[src/rtl/uart_wide_tx.sv]
// Wide-word UART transmitter: latches one WORD_BYTES-byte word and sends it as back-to-back 8N1 frames.
// Optional even parity bit after bit 7 when UART_TX_PARITY_EN is defined (8E1 frames).
module uart_wide_tx #(
  parameter int WORD_BYTES   = 16,
  parameter int CLKS_PER_BIT = 868,
  parameter bit MSB_FIRST    = 1'b1
) (
  input  logic                    clk,
  input  logic                    rst,
  input  logic [8*WORD_BYTES-1:0] data_in,
  input  logic                    in_valid,
  output logic                    in_ready,
  output logic                    u_tx,
  output logic                    byte_done,
  output logic                    word_done,
  output logic                    busy
);

  localparam int WW = 8 * WORD_BYTES;
  localparam int BW = (CLKS_PER_BIT > 1) ? $clog2(CLKS_PER_BIT) : 1;
  localparam int IW = (WORD_BYTES > 1) ? $clog2(WORD_BYTES) : 1;
  localparam logic [BW-1:0] BAUD_LAST = BW'(CLKS_PER_BIT - 1);
  localparam logic [IW-1:0] BYTE_LAST = IW'(WORD_BYTES - 1);

  localparam logic [2:0] S_IDLE   = 3'd0;
  localparam logic [2:0] S_START  = 3'd1;
  localparam logic [2:0] S_DATA   = 3'd2;
  localparam logic [2:0] S_PARITY = 3'd3;
  localparam logic [2:0] S_STOP   = 3'd4;

  function automatic logic even_parity(input logic [7:0] b);
    return ^b;
  endfunction

  logic [2:0]    state_r;
  logic [BW-1:0] baud_r;
  logic [2:0]    bit_r;
  logic [IW-1:0] byte_idx_r;
  logic [WW-1:0] word_r;
  logic          u_tx_r;
  logic          in_ready_r;
  logic          busy_r;
  logic          byte_done_r;
  logic          word_done_r;
  logic [7:0]    cur_byte_s;

  // The byte on the wire is always at the leading end of the latched word; it shifts after each stop bit.
  assign cur_byte_s = MSB_FIRST ? word_r[WW-1 -: 8] : word_r[7:0];

  // Frame sequencer: u_tx is loaded with the value of the bit that starts on the next cycle.
  always_ff @(posedge clk) begin
    if (rst) begin
      state_r     <= S_IDLE;
      baud_r      <= '0;
      bit_r       <= 3'd0;
      byte_idx_r  <= '0;
      word_r      <= '0;
      u_tx_r      <= 1'b1;
      in_ready_r  <= 1'b1;
      busy_r      <= 1'b0;
      byte_done_r <= 1'b0;
      word_done_r <= 1'b0;
    end else begin
      byte_done_r <= 1'b0;
      word_done_r <= 1'b0;
      case (state_r)
        S_IDLE: begin
          baud_r <= '0;
          bit_r  <= 3'd0;
          if (in_valid && in_ready_r) begin
            word_r     <= data_in;
            byte_idx_r <= '0;
            state_r    <= S_START;
            u_tx_r     <= 1'b0;
            in_ready_r <= 1'b0;
            busy_r     <= 1'b1;
          end else begin
            u_tx_r <= 1'b1;
          end
        end
        default: begin
          if (baud_r != BAUD_LAST) begin
            baud_r <= baud_r + BW'(1'b1);
          end else begin
            baud_r <= '0;
            case (state_r)
              S_START: begin
                state_r <= S_DATA;
                bit_r   <= 3'd0;
                u_tx_r  <= cur_byte_s[0];
              end
              S_DATA: begin
                if (bit_r != 3'd7) begin
                  bit_r  <= bit_r + 3'd1;
                  u_tx_r <= cur_byte_s[bit_r + 3'd1];
                end else begin
`ifdef UART_TX_PARITY_EN
                  state_r <= S_PARITY;
                  u_tx_r  <= even_parity(cur_byte_s);
`else
                  state_r <= S_STOP;
                  u_tx_r  <= 1'b1;
`endif
                end
              end
              S_PARITY: begin
                state_r <= S_STOP;
                u_tx_r  <= 1'b1;
              end
              S_STOP: begin
                byte_done_r <= 1'b1;
                if (byte_idx_r == BYTE_LAST) begin
                  state_r     <= S_IDLE;
                  byte_idx_r  <= '0;
                  u_tx_r      <= 1'b1;
                  in_ready_r  <= 1'b1;
                  busy_r      <= 1'b0;
                  word_done_r <= 1'b1;
                end else begin
                  state_r    <= S_START;
                  byte_idx_r <= byte_idx_r + IW'(1'b1);
                  word_r     <= MSB_FIRST ? (word_r << 8'd8) : (word_r >> 8'd8);
                  u_tx_r     <= 1'b0;
                end
              end
              default: begin
                // Unreachable encoding: fall back to a clean idle line.
                state_r    <= S_IDLE;
                u_tx_r     <= 1'b1;
                in_ready_r <= 1'b1;
                busy_r     <= 1'b0;
              end
            endcase
          end
        end
      endcase
    end
  end

  assign u_tx      = u_tx_r;
  assign in_ready  = in_ready_r;
  assign busy      = busy_r;
  assign byte_done = byte_done_r;
  assign word_done = word_done_r;

endmodule
[config.mk]
export PLATFORM = sky130hd
export DESIGN_NAME = uart_wide_tx
export DESIGN_NICKNAME = d
export VERILOG_FILES = /design/src/rtl/uart_wide_tx.sv
export SDC_FILE = /design/constraint.sdc
export NUM_CORES = 1
export LEC_CHECK = 0
export ABC_AREA = 1
export BUFFER_PORTS_ARGS = -buffer_cell sky130_fd_sc_hd__buf_2
export CORE_MARGIN = 5
export CORE_UTILIZATION = 30
export DETAILED_ROUTE_END_ITERATION = 12
export PLACE_DENSITY = 0.47
export SLEW_MARGIN = 0
export SYNTH_ARGS = -nofsm -noshare
export SYNTH_HDL_FRONTEND = slang
export SYNTH_SLANG_ARGS = --single-unit
[constraint.sdc]
create_clock -name clk -period 5 [get_ports clk]
set_input_delay 0.75 -clock clk [delete_from_list [all_inputs] [get_ports clk]]
set_output_delay 0.75 -clock clk [all_outputs]
set_load 0.005 [all_outputs]
# Word level (Yosys, flattened, before mapping)
# Cells that the tools add are included.
[word_totals]
regBits = 153
latch_bits = 0
ram_bits = 0
mem_bits_ro = 0
input_bits = 131
output_inout_bits = 5
memories = 0
[classes]
addsub = 3
multipliers = 0
n_div = 0
order_cmp = 1
n_eq_ne = 14
shift = 0
muxes = 37
bitwise_logic = 2
reduce_logical = 14
[ops]
columns = ["cell", "count"]
rows = [
  ["$mux 128", 5],
  ["$mux 4", 5],
  ["$mux 1", 16],
  ["$mux 3", 5],
  ["$pmux 3 s4", 1],
  ["$add 10x1->10 const B", 1],
  ["$ne 10x10->1 const B", 1],
  ["$reduce_and 3->1", 3],
  ["$reduce_or 3->1", 3],
  ["$reduce_and 4->1", 2],
  ["$eq 3x2->1 const B", 2],
  ["$ne 2x1->1 const B", 3],
  ["$ne 3x3->1 const B", 2],
  ["$pmux 3 s2", 1],
  ["$add 4x1->4 const B", 1],
  ["$eq 4x4->1 const B", 1],
  ["$lt 3x4->1 const B", 1],
  ["$ne 2x2->1 const B", 2],
  ["$pmux 1 s2", 2],
  ["$reduce_bool 2->1", 2],
  ["$reduce_or 4->1", 1],
  ["$add 3x1->3 const B", 1],
  ["$bmux 1 s3", 1],
  ["$eq 3x1->1 const B", 1],
  ["7 further kinds", 8],
]

# Longest topological paths before layout
[logic_depth]
word_depth = 7
ltp_mapped = 11

# Least setup slack after synthesis
# Ideal clock, no wire load.
[synth_timing]
kind = "in2reg"
start = "in rst"
end = "reg word_r[10]"
setup_time_ps = 64
arrival_ps = 1708
required_ps = 4936
path_slack_ps = 3228
path_stages = 6
n_path_buf = 3
path_cell_list = "clkbuf_1 > inv_2 > clkbuf_1 > clkbuf_1 > nand2_1 > nor2_1"
[synth_rtl]
columns = ["element", "line_no", "source"]
rows = [
  ["start, declared", "9", "input logic rst,"],
  ["end signal, assigned", "71", "word_r <= data_in;"],
  ["end signal, assigned", "122", "word_r <= MSB_FIRST ? (word_r << 8'd8) : (word_r >> 8'd8);"],
  ["end, declared", "39", "logic [WW-1:0] word_r;"],
]

# Worst setup path after layout
[layout_timing]
start = "reg state_r[1]"
end = "reg word_r[59]"
[layout_via]
elab_chain_len = 3
word_cells_on_any_way = 8
cone_classes = "eq/ne: 4; mux: 1; reduce/logical: 3"
[layout_lines]
columns = ["element", "line_no", "source"]
rows = [
  ["start, declared", "35", "logic [2:0] state_r;"],
  ["start signal, assigned", "53", "state_r <= S_IDLE;"],
  ["start signal, assigned", "73", "state_r <= S_START;"],
  ["start signal, assigned", "88", "state_r <= S_DATA;"],
  ["$logic_not 3->1 or $eq 3x3->1 (tied branches)", "66, 86", ""],
  ["$ne 2x1->1 (no line) (tied with other cells)", "--", ""],
  ["$reduce_and 4->1 (no line)", "--", ""],
]
# Parallel ways exist; a longest one is shown, timed or not.
# A chain may end at the register's enable or synchronous reset.

==> results.md <==
* Crit start category: flip-flop
* Post-cts repair resize count at 0
* Core area at 0.0252 sq mm
* Critical path start-end classification: flip-flop to flip-flop
* Number of pins exceeding their max-slew limit in the final report at 0
* Tightest Pin Transition at 725 ps
* Slack of the critical path at 2420 ps
* Total vias in the final route at 7089
* Area share of fa/ha/maj cells after synthesis at 0.652%
* Library cell used as clock root buffer: sky130_fd_sc_hd__clkbuf_16
* Worst min-delay path category: flip-flop to flip-flop
* Syn. warnings at 0
* VDD IR-drop max at 0.351 mV
* Antenna diode count at 0
* ANT nets after route at 0
* Final-report hold violation count at 0
* Pin count of the biggest net entering global routing at 185
* Setup Slack @ Placement at 2300 ps
* Yosys cell types at 25
* Detailed Routing Iterations Pass 1 at 5
* Final period utilization at 51.5%
* # DRC at 0
* Flip-flop and latch count after synthesis at 153
* Post-Syn Nets at 1399
* Leakage component of the power at 4.71 nW
* Fill count at 2897
* Number of maximum-capacitance constraint violations at 0
* # IOs at 136
* Number of cell rows at 58
* Number of buffers created by CTS at 17
* Relative area change from synthesis to final layout at 18.6%
* Largest family of logic cells by synthesized area: simple AND/OR/NAND/NOR gates
* Simple-gate share of the synthesized area at 37.3%
* Violation count after the first detailed-routing iteration at 400
* Number of buffers on the longest clock path at 2
* Result of the run: complete, no violations
* Share of the synthesized area in compound gates (AO/OA/AOI/OAI) at 9.73%
* Fin crit period at 2580 ps
* Number of sinks handled by clock tree synthesis at 153
* Overall routed net length at 19.7 mm
* Worst relative slew slack at 51.7%
* Signal arrival time at the worst endpoint at 2890 ps
* Reg area at 0.00306 sq mm
* Final layout net count at 1488
* Die area at 0.0289 sq mm
* RSZ-0062 raised after global routing: no
* Mux contribution to synthesized area at 0%
* Type of destination of the critical path: flip-flop
* Width of the die at 170 um
* First-pass GRT wire length at 32.2 mm
* Upper clock frequency limit at 388 MHz
* Summed instance area of the synthesized netlist at 0.00767 sq mm
* Per-cell via count in the routed design at 4.18
* Mapped Cells at 1264
* Cell area power density at 633 mW/mm^2
* Synth Area per Inst at 6.07 sq um
* Count of buffers inserted at the top-level ports at 135
* Setup Skew at 12.8 ps
* Initial antenna violation count at 0
* Global-route usage over all layers at 13.6%
* Max FO, Critical Path at 119
* Number of post-CTS setup repair buffers at 0
* Final Wtd Congestion at 0.761
* TritonCTS clock tree: built
* Required time reported for the critical path endpoint at 5310 ps
* Worst-Skew Late Latency at 420 ps
* Parity-gate share of the synthesized area counting xor and xnor cells at 0.342%
* Count of final setup violators at 0
* Hold buffer count at cts at 0
* Sequential element share of the synthesized area at 39.9%
* WL per Instance at 11.6 um
* Fraction of layout instances using a drive strength above 1 at 13.1%
* Die span in y at 170 um
* Residual overflow from global routing at 0
* Half-perimeter wire length after detailed placement at 12.8 mm
* Combined area of the multi-input logic cells at 0.00369 sq mm
* Setup TNS at 0 ps
* Starting density of the core at 30.5%
* Number of global-route vias before repair at 6646
* Clock edge transition at the registers on the reported setup and hold paths at 60 ps
* H-tree depth reported by CTS at 4
-- per-layer routing --
metal / vias up / track usage, % / wire length, um / share of wire [%]
met3: 9 / 3.58 / 946 / 4.8
met1: 2998 / 19.1 / 10200 / 51
met2: 123 / 20.9 / 8500 / 43
li1: 3959 / - / - / -
met5: - / 0 / 0 / 0
met4: 0 / 3.02 / 140 / 0.71
-- synth_stat cells --
master,n,area [sq um]
sky130_fd_sc_hd__o211ai_4,1,21.3
sky130_fd_sc_hd__buf_4,2,15.0
sky130_fd_sc_hd__buf_6,10,113
sky130_fd_sc_hd__inv_1,142,533
sky130_fd_sc_hd__a21oi_1,26,130
sky130_fd_sc_hd__ha_1,4,50.1
sky130_fd_sc_hd__xor2_1,1,8.76
sky130_fd_sc_hd__xnor2_1,2,17.5
sky130_fd_sc_hd__o21a_1,1,7.51
sky130_fd_sc_hd__and2_1,1,6.26
sky130_fd_sc_hd__nor2_2,2,12.5
sky130_fd_sc_hd__buf_2,27,135
sky130_fd_sc_hd__nor2_1,271,1020
sky130_fd_sc_hd__nor2_8,1,20.0
sky130_fd_sc_hd__nor3_1,3,15.0
sky130_fd_sc_hd__nand3_1,18,90.1
sky130_fd_sc_hd__nor3b_1,1,7.51
sky130_fd_sc_hd__inv_2,3,11.3
sky130_fd_sc_hd__o211ai_1,1,7.51
sky130_fd_sc_hd__clkbuf_1,31,116
sky130_fd_sc_hd__o21ai_0,116,581
sky130_fd_sc_hd__nand2_1,440,1650
sky130_fd_sc_hd__dfxtp_1,153,3060
sky130_fd_sc_hd__nand4_1,5,31.3
sky130_fd_sc_hd__nand2_2,2,12.5
-- registers in the layout, summed over array words and instances (netlist names) --
name and flops:
bit_r 3, state_r 3, byte_done 1, baud_r 10, word_r 128, word_done 1
u_tx 1, in_ready 1, byte_idx_r 4, busy 1
-- placed cells by master, fill, tap and decap left out, types with 3 or more instances in the layout --
cell type	Yosys	layout
sky130_fd_sc_hd__a21oi_1	26	26
sky130_fd_sc_hd__buf_12	0	4
sky130_fd_sc_hd__buf_2	27	135
sky130_fd_sc_hd__bufinv_16	0	4
sky130_fd_sc_hd__clkbuf_16	0	17
sky130_fd_sc_hd__clkinvlp_4	0	4
sky130_fd_sc_hd__dfxtp_1	153	153
sky130_fd_sc_hd__ha_1	4	4
sky130_fd_sc_hd__inv_1	142	142
sky130_fd_sc_hd__nand2_1	440	440
sky130_fd_sc_hd__nand3_1	18	18
sky130_fd_sc_hd__nand4_1	5	5
sky130_fd_sc_hd__nor2_1	271	271
sky130_fd_sc_hd__nor3_1	3	3
sky130_fd_sc_hd__o21ai_0	116	116
-- final cells by class --
cell class / count / area share [%]
Sequential cell: 153 / 33.7
Clock inverter: 13 / 2.12
Tap cell: 330 / 4.54
Inverter: 145 / 6.01
Timing Repair Buffer: 140 / 8.39
Multi-Input combinational cell: 896 / 40.5
Clock buffer: 19 / 4.76
-- power breakdown --
group	switching, mW	internal (mW)	total (mW)	leakage (nW)
Clock	0.546	0.843	1.39	0.292
Combinational	1.86	0.835	2.70	3.16
Sequential	0.104	1.57	1.68	1.26
-- per-stage QoR --
step	power (mW)	std cells	util, %	hold slack (ps)	cell area, sq um
global route	6.39	1696	36.1	482	9100
global placement	4.44	1664	33.6	446	8470
floorplan	3.99	1264	-	430	7670
finish	5.76	1696	36.1	462	9100
CTS	5.87	1696	36.1	465	9100
detailed placement	4.44	1664	33.6	455	8470
-- final timing paths --
kind                    from         end  slack, ps  depth (start not counted)
hold / removal     word_r[2]   word_r[2]        460                          2
setup / recovery  state_r[1]  word_r[59]       2420                          9
setup reg to reg  state_r[1]  word_r[59]       2420                          9
hold reg to reg    word_r[2]   word_r[2]        460                          2
-- kinds of logic (layout without fill, tap and decap cells) --
group	after synthesis	count (layout)
buffers and inverters	215	317
AND/OR/NAND/NOR	744	744
flip-flops	153	153
XOR/XNOR	3	3
adder cells (fa/ha/maj)	4	4
AO/OA/AOI/OAI	145	145
-- worst max-delay path, stage by stage (launching register included) --
cell and delay, ps:
sky130_fd_sc_hd__dfxtp_1 370, sky130_fd_sc_hd__nor2_2 220, sky130_fd_sc_hd__inv_2 90, sky130_fd_sc_hd__nor2_8 550, sky130_fd_sc_hd__inv_2 270, sky130_fd_sc_hd__nand2_2 200, sky130_fd_sc_hd__o211ai_4 150, sky130_fd_sc_hd__buf_12 280
sky130_fd_sc_hd__nor2_1 180, sky130_fd_sc_hd__nor2_1 60
No activity file was read; power rests on OpenSTA's default activity.
